===== src/rtl/uart_tx_scheduler.sv =====
// Round-robin scheduler sharing one byte-level UART transmitter between NCH channels.
// Define UART_TX_SCHED_CSUM_EN to append a checksum byte (header XOR data) to each packet.

module uart_tx_scheduler #(
    parameter int unsigned NCH        = 4,
    parameter logic [3:0]  HDR_TAG    = 4'hA,
    parameter int unsigned GAP_CYCLES = 16
) (
    input  logic             CLK,
    input  logic             RST,
    input  logic [NCH-1:0]   REQ,
    input  logic [8*NCH-1:0] REQ_DATA,
    output logic [NCH-1:0]   GNT,
    output logic [7:0]       TX_DATA,
    output logic             TX_START,
    input  logic             TX_BUSY,
    input  logic             TX_DONE,
    output logic             ACTIVE
);

    typedef enum logic [2:0] {
        S_IDLE,
        S_HDR,
        S_HDR_W,
        S_DAT,
        S_DAT_W,
`ifdef UART_TX_SCHED_CSUM_EN
        S_CSM,
        S_CSM_W,
`endif
        S_GAP
    } state_t;

    state_t         state_q, state_d;
    logic [NCH-1:0] gnt_q, gnt_d;
    logic [7:0]     txd_q, txd_d;
    logic [7:0]     byte_q, byte_d;
    logic           txs_q, txs_d;
    logic           act_q, act_d;
    logic [3:0]     rr_q, rr_d;
    logic [3:0]     ch_q, ch_d;
    logic [15:0]    gap_q, gap_d;

    logic [2*NCH-1:0] req_rot;
    logic [8*NCH-1:0] data_rot;
    logic [3:0]       pick_off;
    logic [4:0]       pick_sum;
    logic [3:0]       pick_idx;
    logic             pick_found;
    logic [7:0]       pick_byte;
    logic [7:0]       hdr_byte;
    logic [3:0]       rr_next;
    logic             done_ok;
    logic             pkt_done;

    // Requests rotated so bit 0 is the round-robin pointer; first set bit is the offset.
    always_comb begin
        req_rot    = {REQ, REQ} >> rr_q;
        pick_found = 1'b0;
        pick_off   = '0;
        for (int unsigned k = 0; k < NCH; k++) begin
            if (!pick_found && req_rot[0]) begin
                pick_found = 1'b1;
                pick_off   = 4'(k);
            end
            req_rot = req_rot >> 1;
        end
    end

    assign pick_sum = {1'b0, rr_q} + {1'b0, pick_off};
    assign pick_idx = (pick_sum >= 5'(NCH)) ? 4'(pick_sum - 5'(NCH)) : pick_sum[3:0];

    always_comb begin
        data_rot  = REQ_DATA;
        pick_byte = '0;
        for (int unsigned k = 0; k < NCH; k++) begin
            if (4'(k) == pick_idx) pick_byte = data_rot[7:0];
            data_rot = data_rot >> 8;
        end
    end

    assign hdr_byte = {HDR_TAG, ch_q};
    assign rr_next  = (ch_q == 4'(NCH - 1)) ? '0 : ch_q + 4'd1;
    // A TX_DONE coinciding with our own TX_START belongs to no byte of ours.
    assign done_ok  = TX_DONE && !txs_q;

    always_comb begin
        state_d  = state_q;
        gnt_d    = '0;
        txd_d    = txd_q;
        txs_d    = 1'b0;
        act_d    = act_q;
        rr_d     = rr_q;
        gap_d    = gap_q;
        ch_d     = ch_q;
        byte_d   = byte_q;
        pkt_done = 1'b0;
        case (state_q)
            S_IDLE: if (gap_q == '0 && pick_found) begin
                gnt_d   = {{(NCH-1){1'b0}}, 1'b1} << pick_idx;
                ch_d    = pick_idx;
                byte_d  = pick_byte;
                act_d   = 1'b1;
                state_d = S_HDR;
            end
            S_HDR: if (!TX_BUSY) begin
                txs_d   = 1'b1;
                txd_d   = hdr_byte;
                state_d = S_HDR_W;
            end
            S_HDR_W: if (done_ok) state_d = S_DAT;
            S_DAT: if (!TX_BUSY) begin
                txs_d   = 1'b1;
                txd_d   = byte_q;
                state_d = S_DAT_W;
            end
            S_DAT_W: if (done_ok) begin
`ifdef UART_TX_SCHED_CSUM_EN
                state_d = S_CSM;
`else
                pkt_done = 1'b1;
`endif
            end
`ifdef UART_TX_SCHED_CSUM_EN
            S_CSM: if (!TX_BUSY) begin
                txs_d   = 1'b1;
                txd_d   = hdr_byte ^ byte_q;
                state_d = S_CSM_W;
            end
            S_CSM_W: if (done_ok) pkt_done = 1'b1;
`endif
            S_GAP: begin
                gap_d = gap_q - 16'd1;
                if (gap_q <= 16'd1) begin
                    gap_d   = '0;
                    state_d = S_IDLE;
                end
            end
            default: state_d = S_IDLE;
        endcase
        if (pkt_done) begin
            act_d   = 1'b0;
            rr_d    = rr_next;
            gap_d   = 16'(GAP_CYCLES);
            state_d = (GAP_CYCLES == 0) ? S_IDLE : S_GAP;
        end
    end

    always_ff @(posedge CLK or negedge RST) begin
        if (!RST) begin
            state_q <= S_IDLE;
            gnt_q   <= '0;
            txd_q   <= 8'hFF;
            txs_q   <= 1'b0;
            act_q   <= 1'b0;
            rr_q    <= '0;
            gap_q   <= '0;
            ch_q    <= '0;
            byte_q  <= '0;
        end else begin
            state_q <= state_d;
            gnt_q   <= gnt_d;
            txd_q   <= txd_d;
            txs_q   <= txs_d;
            act_q   <= act_d;
            rr_q    <= rr_d;
            gap_q   <= gap_d;
            ch_q    <= ch_d;
            byte_q  <= byte_d;
        end
    end

    assign GNT      = gnt_q;
    assign TX_DATA  = txd_q;
    assign TX_START = txs_q;
    assign ACTIVE   = act_q;

endmodule


===== config.mk =====
export PLATFORM = sky130hd
export DESIGN_NAME = uart_tx_scheduler
export DESIGN_NICKNAME = d
export VERILOG_FILES = /design/src/rtl/uart_tx_scheduler.sv
export SDC_FILE = /design/constraint.sdc
export NUM_CORES = 1
export LEC_CHECK = 0
export CORE_ASPECT_RATIO = 0.9
export CORE_UTILIZATION = 40
export DETAILED_ROUTE_END_ITERATION = 8
export GPL_TIMING_DRIVEN = 1
export HOLD_SLACK_MARGIN = 0.15
export PLACE_DENSITY = 0.62
export SYNTH_ARGS = -nofsm -noshare
export SYNTH_HDL_FRONTEND = slang
export SYNTH_SLANG_ARGS = --single-unit

===== constraint.sdc =====
create_clock -name CLK -period 5.4 [get_ports CLK]
set_clock_uncertainty 0.1 [all_clocks]
set_input_delay 0.54 -clock CLK [delete_from_list [all_inputs] [get_ports CLK]]
set_output_delay 0.54 -clock CLK [all_outputs]
set_load 0.03 [all_outputs]

* After elaboration in Yosys (flattened, before gate mapping)
Index checks and enable logic that the tools add are counted.
** Word-level totals
- Input port bits :: 40
- Register bits after elaboration :: 49
- Output and inout bits :: 14
- Logic and storage cells :: 90
** Cells by class
- Shift-type cells :: 2
- Order comparisons :: 2
- Muxes and demuxes :: 35
- Reduce and logical (&&, ||, !) cells :: 21
- Eq/ne operators :: 17
- $add $sub $neg :: 4
** Operators with widths (count)
- $mux 16 :: 3
- $mux 8 :: 6
- $mux 3 :: 6
- $pmux 3 s6 :: 1
- $le 16x1->1 const B :: 1
- $logic_not 16->1 :: 1
- $mux 4 :: 4
- $pmux 8 s2 :: 1
- $sub 16x1->16 const B :: 1
- $ne 3x3->1 const B :: 5
- $mux 1 :: 12
- $eq 2x4->1 const A :: 2
- $reduce_bool 2->1 :: 4
- $shr 8x4->4 :: 1
- $eq 3x2->1 const B :: 2
- $eq 3x3->1 const B :: 2
- $ne 2x2->1 const B :: 3
- $reduce_and 6->1 :: 1
- $add 4x2->5 :: 1
- $ge 5x3->1 const B :: 1
- $logic_and 1x1->1 :: 5
- $add 4x1->4 const B :: 1
- $eq 1x4->1 const A :: 1
- $eq 4x2->1 const B :: 1
- other kinds (10) :: 15

* Logic depth before layout (Yosys ltp)
Gate-level depths: netlist (run 1).
- Depth after elaboration :: 19
- Depth in mapped cells :: 17
- Depth with buffers taken out :: 15

* Worst setup path after synthesis (run 1)
Ideal clock, no wire load.
- Path type :: register -> register
- From :: reg rr_q[1]
- To :: reg gnt_q[2] (netlist: GNT[2])
- Required time :: 5195 ps
- Cell stages (with the launch flop) :: 17
- Setup time :: 105 ps
- Clock period less this slack :: 3961 ps
- Path slack :: 1439 ps
- Arrival time :: 3756 ps
- Buffers on the path :: 2
- Path through :: dfrtp_1 clkbuf_1 or4bb_1 o221ai_1 nor2_1 a211oi_1 ha_1 a21o_1 nand2_1 xor2_1 ha_1 or3b_2 o311ai_0 a31o_2 clkbuf_1 inv_1 nor4b_1
** On the way
- Cells in the longest elaborated chain, start to end :: 17
- Elaborated cells on any way between the ends :: 22
- Classes of those cells :: 2 x add/sub; 1 x order compare; 2 x shift; 10 x mux; 7 x reduce/logical
** Ends and longest elaborated chain
- start, declared :: RTL line 40 : logic [3:0] rr_q, rr_d;
- start signal, assigned :: RTL line 166 : rr_q <= rr_d;
- $shr 8x4->4 :: RTL line 58 : req_rot = {REQ, REQ} >> rr_q;
- $mux 1 :: RTL line 62 : if (!pick_found && req_rot[0]) begin
- $logic_not 1->1 :: RTL line 62
- $logic_and 1x1->1 :: RTL line 62
- $mux 1 :: RTL line 62
- $logic_not 1->1 :: RTL line 62
- $logic_and 1x1->1 :: RTL line 62
- $mux 1 :: RTL line 62
- (+2 left out)
- $mux 2 :: RTL line 62
- $add 4x2->5 :: RTL line 70 : assign pick_sum = {1'b0, rr_q} + {1'b0, pick_off};
- $sub 4x3->4 / $ge 5x3->1 (equally long branches) :: RTL line 71 : assign pick_idx = (pick_sum >= 5'(NCH)) ? 4'(pick_sum - 5'(NCH)) : pick_sum[3:0];
- $mux 4 :: RTL line 71
- $shl 1x4->4 :: RTL line 100 : gnt_d = {{(NCH-1){1'b0}}, 1'b1} << pick_idx;
- $mux 4 (*) :: RTL line 99 : S_IDLE: if (gap_q == '0 && pick_found) begin
- $mux 4 (*) :: RTL line 98 : case (state_q)
- named net gnt_d[2] :: RTL line 35 : logic [NCH-1:0] gnt_q, gnt_d;
- end signal, assigned :: RTL line 162 : gnt_q <= gnt_d;
- end, declared :: RTL line 35
The timed path passes the listed nets; every way through them passes the cells marked *.
A chain may end at the register's enable or synchronous reset.

* Worst setup path in the final report (run 1)
- From :: in REQ[0]
- To :: reg gnt_q[2] (netlist: GNT[2])
** On the way
- Cells in the longest elaborated chain, start to end :: 17
- Elaborated cells on any way between the ends :: 22
- Classes of those cells :: 2 x add/sub; 1 x order compare; 2 x shift; 10 x mux; 7 x reduce/logical
** Ends and longest elaborated chain
- start, declared :: RTL line 11 : input logic [NCH-1:0] REQ,
- $shr 8x4->4 (*) :: RTL line 58
- $mux 1 :: RTL line 62
- $logic_not 1->1 :: RTL line 62
- $logic_and 1x1->1 :: RTL line 62
- $mux 1 :: RTL line 62
- $logic_not 1->1 :: RTL line 62
- $logic_and 1x1->1 :: RTL line 62
- $mux 1 :: RTL line 62
- (+2 left out)
- $mux 2 :: RTL line 62
- $add 4x2->5 :: RTL line 70
- $sub 4x3->4 / $ge 5x3->1 (equally long branches) :: RTL line 71
- $mux 4 :: RTL line 71
- $shl 1x4->4 :: RTL line 100
- $mux 4 (*) :: RTL line 99
- $mux 4 (*) :: RTL line 98
- named net gnt_d[2] :: RTL line 35
Marks and branches as above.

==> results of run 1 <==
[cell type report]
cell class | count | area (um^2) | share of cell area (%)
sequential | 49 | 1240 | 34.5
clock buffer | 7 | 86.3 | 2.41
tap | 93 | 116 | 3.24
multi-input combinational | 213 | 1540 | 42.8
timing repair buffer | 56 | 548 | 15.3
clock inverter | 1 | 30.0 | 0.837
inverter | 9 | 33.8 | 0.942
[flip-flops by register name, summed over array words and instances (netlist names)]
signal	cells
ACTIVE	1
byte_q	8
TX_START	1
gap_q	16
ch_q	4
GNT	4
rr_q	4
TX_DATA	8
state_q	3
[logic make-up (layout without fill, tap and decap cells)]
| group | count (synthesis) | in the layout |
|---|---|---|
| simple gates | 99 | 99 |
| compound gates | 76 | 76 |
| flops | 49 | 49 |
| buf+inv | 28 | 73 |
| mux | 24 | 24 |
| fa+ha+maj | 8 | 8 |
| xor+xnor | 6 | 6 |
[stage by stage]
| step | power (mW) | setup slack (ps) |
|---|---|---|
| 3_5_place_dp | 1.59 | 806 |
| 3_3_place_gp | 1.58 | 923 |
| 2_1_floorplan | 1.35 | 1440 |
| 6_report | 1.85 | 1070 |
| 4_1_cts | 1.87 | 1070 |
| 5_1_grt | 2.00 | 793 |
[per-layer routing]
| metal | track usage [%] | wire [um] | part of all wire (%) | vias up |
|---|---|---|---|---|
| met2 | 24.6 | 2680 | 40 | 59 |
| met3 | 3.30 | 256 | 3.8 | 7 |
| met4 | 5.24 | 80 | 1.2 | 0 |
| li1 | - | - | - | 1166 |
| met5 | 0 | 0 | 0 | - |
| met1 | 30.6 | 3660 | 55 | 1113 |
[how the worst max path moves through the flow]
stage,start,end,slack (ps)
global placement,REQ[0],GNT[2]$_DFF_PN0_,920
finish,REQ[0],GNT[2]$_DFF_PN0_,1070
CTS,REQ[0],GNT[2]$_DFF_PN0_,1070
floorplan,rr_q[1]$_DFFE_PN0P_,GNT[2]$_DFF_PN0_,1440
detailed placement,REQ[0],GNT[2]$_DFF_PN0_,810
global route,REQ[0],GNT[2]$_DFF_PN0_,790
[critical path: stages]
cell and delay (ps):
clkdlybuf4s50_1 560, or4bb_1 500, o221ai_1 150, nor2_1 80
a211oi_1 380, ha_1 310, a21o_1 200, nand2_1 80
xor2_1 160, ha_1 270, or3b_2 440, o311ai_0 110
a31o_2 280, inv_1 110, nor4b_1 260
[layout by cell type, fill, tap and decap left out, types with 5 or more instances in the layout]
cell,Yosys,routed
a21oi_1,14,14
a31oi_1,11,11
clkbuf_8,0,6
clkdlybuf4s50_1,0,52
dfrtp_1,41,41
dfstp_2,8,8
ha_1,6,6
inv_1,9,9
mux2_2,5,5
mux2i_1,11,11
mux4_2,8,8
nand2_1,22,22
nand2b_1,9,9
nand3_1,6,6
nor2_1,21,21
nor3_1,12,12
nor4_1,5,5
o21ai_0,21,21
o31ai_1,6,6
[where the power goes]
part / total (mW) / switching (mW) / internal [mW]
Combinational: 0.958 / 0.510 / 0.447
Clock: 0.273 / 0.122 / 0.151
Sequential: 0.622 / 0.136 / 0.487
==> results.ini, run 1 <==
[layout]
drive_above_1_share_pct = 12.5
nets = 381
fin_area_um2 = 3590
n_antenna_cell = 0
fin_cells = 428
n_fill_cell = 646
post-route-util_pct = 51.2
area_delta_synth_final_pct = 24.2

[sta]
whs_ps = 243
finalCritPeriodShare_pct = 80.3
hold_viol_final = 0
tightest_slew_ps = 741
finalSetupTns_ps = 0
fin_crit_ps = 4330
setup_violations = 0
rsz0062_at_grt = no
finalMaxSlewViolations = 0
fmax_ghz = 0.231
relSlewSlack_pct = 50.6

[cts]
cts_root_buf = clkbuf_8
clk_transition_reported_paths_ps = 90
cts_tree = built
clock_path_buffers = 2
h-tree-depth = 2
clkLatencyLatePin_ps = 300
cts_buffers = 5
ctsResizeCount = 0
clock-sinks = 49
post_cts_buffers = 0
cts_hold_buf = 0

[logic_synthesis]
async_flop_share_pct = 100
synthTopCellsByArea = dfrtp_1, dfstp_2, mux4_2, mux2i_1, o21ai_0
synth_top_family_by_area = simple AND/OR/NAND/NOR gates
synth-warning-count = 0
ys_top_cells_by_count = dfrtp_1, nand2_1, nor2_1, o21ai_0, a21oi_1
synthXorXnorAreaFrac_pct = 1.82
syn_nets = 337
synth.largest_area_cell = dfrtp_1
synth-simple-area-share_pct = 19.0
synth_mux_area_share_pct = 12.0
syn-cell-area_um2 = 2890
ys_seq_area_share_pct = 42.8
yosysMostFrequentCell = dfrtp_1
synth_seq_cells = 49
yosys.area.top_type_share_pct = 35.5
synth_compound_area_share_pct = 16.7
syn_area_per_cell_um2 = 9.96
synth_edf_count = 0
synth_cells = 290
synthFlopType = dfrtp_1
ys_types = 54
synth_fa_ha_area_share_pct = 3.64

[critical_path]
critPathCaptureType = flop
r2r-end = GNT[2]$_DFF_PN0_
startpoint_type = primary input
cp.arrival_ps = 4440
worst_r2r_startpoint = rr_q[2]$_DFFE_PN0P_
path_class = in2reg
r2r_slack_ps = 1310
r2r_cells = 14
cp_max_fo = 9
worstPathRequired_ps = 5500

[global_routing]
grt_max_degree = 50
grt_pass1_wl_um = 11100
grt.overflow.total = 0
antenna_found_initial = 0
grt_util_all_layers_pct = 18.8
first_global_vias = 2134

[worst_hold_path]
min_path_type = in2async

[drt]
drt_iter0_markers = 110
viasPerCell = 5.48
postRouteAntennaNets = 0
wl_um = 6680
first_pass_iters = 4
vias = 2345
drc = 0
wl_per_cell_um = 15.6

[placement]
place_congestion = 0.810
dp_cells = 420
place_area_um2 = 3470
io_buffer_count = 53
hpwl_um = 4690

[floorplanning]
die_h_um = 82.6
dieArea_um2 = 7570
coreArea_um2 = 7000
rows = 29
die_x_um = 91.6
io_pins = 54
start_util_pct = 41.3

[flow_run]
max_cap_viol_count = 0

[outcome]
status = finished clean

[power_and_ir_drop]
p_leak_nw = 1.45
powerDensity_nw_per_um2 = 517
ir_drop_mv = 0.246

(Power assumes the default switching activity.)
==> run 2: changes to the inputs <==
==> constraint.sdc (replaced) <==
create_clock -name CLK -period 4.5 [get_ports CLK]
set_clock_uncertainty 0.1 [all_clocks]
set_input_delay 0.45 -clock CLK [delete_from_list [all_inputs] [get_ports CLK]]
set_output_delay 0.45 -clock CLK [all_outputs]
set_load 0.03 [all_outputs]
==> run 2 against run 1 <==
  * Sequential cell count did not move
  * Count of clock-buffer cells in the layout grew 1
  * Hold slack got worse by 110 ps
  * Register-to-register slack got worse by 740 ps
  * Via count is 0.77% lower
==> results.ini, run 2 (synthesis results as in run 1) <==
[placement]
dp_cells = 422
place_congestion = 0.840
hpwl_um = 4700
io_buffer_count = 53

[layout]
drive_above_1_share_pct = 12.8
n_antenna_cell = 0
layout_common_cells = clkdlybuf4s50_1, dfrtp_1, nand2_1, nor2_1, o21ai_0
largest_register_ffs = 16
nets = 383
area_delta_synth_final_pct = 23.8
regMostFlops = gap_q
final_common_cell = clkdlybuf4s50_1
fin_cells = 430

[floorplanning]
die_h_um = 82.6
start_util_pct = 41.3
coreArea_um2 = 7000
die_x_um = 91.6
dieArea_um2 = 7570
io_pins = 54
rows = 29

[global_routing]
grt_max_degree = 50
grt_pass1_wl_um = 10900
grt_util_all_layers_pct = 18.5
first_global_vias = 2205
grt.overflow.total = 0
antenna_found_initial = 0

[sta]
finalMaxSlewViolations = 0
finalCritPeriodShare_pct = 90.5
whs_ps = 135
tightest_slew_ps = 713
hold_viol_final = 0
fmax_ghz = 0.245
finalSetupTns_ps = 0
rsz0062_at_grt = no
setup_violations = 0
fin_crit_ps = 4070
relSlewSlack_pct = 52.4

[drt]
wl_um = 6480
postRouteAntennaNets = 0
drt_iter0_markers = 128
drc = 0
viasPerCell = 5.41
first_pass_iters = 4
vias = 2327
wl_per_cell_um = 15.1

[cts]
clock_path_buffers = 2
ctsResizeCount = 0
cts_buffers = 5
clkLatencyLatePin_ps = 300
clk_transition_reported_paths_ps = 90
clock-sinks = 49
cts_root_buf = clkbuf_8
cts_hold_buf = 0
post_cts_buffers = 0
cts_tree = built
h-tree-depth = 2

[worst_hold_path]
min_path_type = in2async

[critical_path]
cp_max_fo = 9
cp.arrival_ps = 4170
startpoint_type = primary input
r2r_slack_ps = 570
worst_r2r_startpoint = rr_q[2]$_DFFE_PN0P_
r2r-end = GNT[2]$_DFF_PN0_
path_class = in2reg
worstPathRequired_ps = 4590
critPathCaptureType = flop
r2r_cells = 14

[power_and_ir_drop]
ir_drop_mv = 0.231
powerDensity_nw_per_um2 = 609
p_leak_nw = 1.45

[outcome]
status = finished clean

[flow_run]
max_cap_viol_count = 0

==> run 2: changes by cell type in the layout (fill, tap and decap cells not counted), sizes merged <==
cell / previous run / this run
bufinv: 1 / 0
buf: 4 / 6
clkbuf: 7 / 8
==> run 2: per-stage QoR <==
stage	area (um^2)	power, mW	worst slack [ps]	utilization, %
after floorplan	2890	1.61	539	-
after global placement	3490	1.91	237	49.8
after detailed placement	3490	1.92	112	49.8
after CTS	3580	2.20	438	51.1
after global routing	3580	2.36	221	51.1
final	3580	2.18	426	51.1
==> run 2: worst max-delay path, cell delays in order <==
cell,delay (ps)
clkdlybuf4s50_1,540
or4bb_1,490
o221ai_1,140
nor2_1,70
a211oi_1,300
ha_1,290
a21o_1,200
nand2_1,80
xor2_1,160
ha_1,270
or3b_2,440
o311ai_0,110
a31o_2,270
inv_1,110
nor4b_1,250
==> run 2: how the worst max path moves through the flow <==
| stage | end | depth (start not counted) | start |
|---|---|---|---|
| finish | GNT[2]$_DFF_PN0_ | 15 | REQ[0] |
| global route | GNT[2]$_DFF_PN0_ | 15 | REQ[0] |
| CTS | GNT[2]$_DFF_PN0_ | 15 | REQ[0] |
| detailed placement | GNT[2]$_DFF_PN0_ | 15 | REQ[0] |
| global placement | GNT[2]$_DFF_PN0_ | 15 | REQ[0] |
| floorplan | GNT[2]$_DFF_PN0_ | 16 | rr_q[1]$_DFFE_PN0P_ |
==> run 2: per-layer routing <==
layer | wire length [um] | up-vias | global-route usage (%)
met5 | 0 | - | 0
met4 | 76 | 0 | 5.71
met3 | 274 | 7 | 3.11
met2 | 2700 | 61 | 26.9
met1 | 3430 | 1095 | 27.8
li1 | - | 1164 | -
==> run 2: cell type report <==
class / instances / area [um^2]
fillers: 633 / 3430
multi-input cells: 213 / 1540
flip-flops and latches: 49 / 1240
repair buffers: 58 / 563
well taps: 93 / 116
clock buffers: 8 / 90.1
inverters: 9 / 33.8
==> run 2: where the power goes <==
group	switching [mW]	total (mW)	leakage, nW	internal, mW
sequential	0.160	0.744	0.618	0.584
clock	0.141	0.266	0.0455	0.126
combinational	0.618	1.17	0.785	0.549
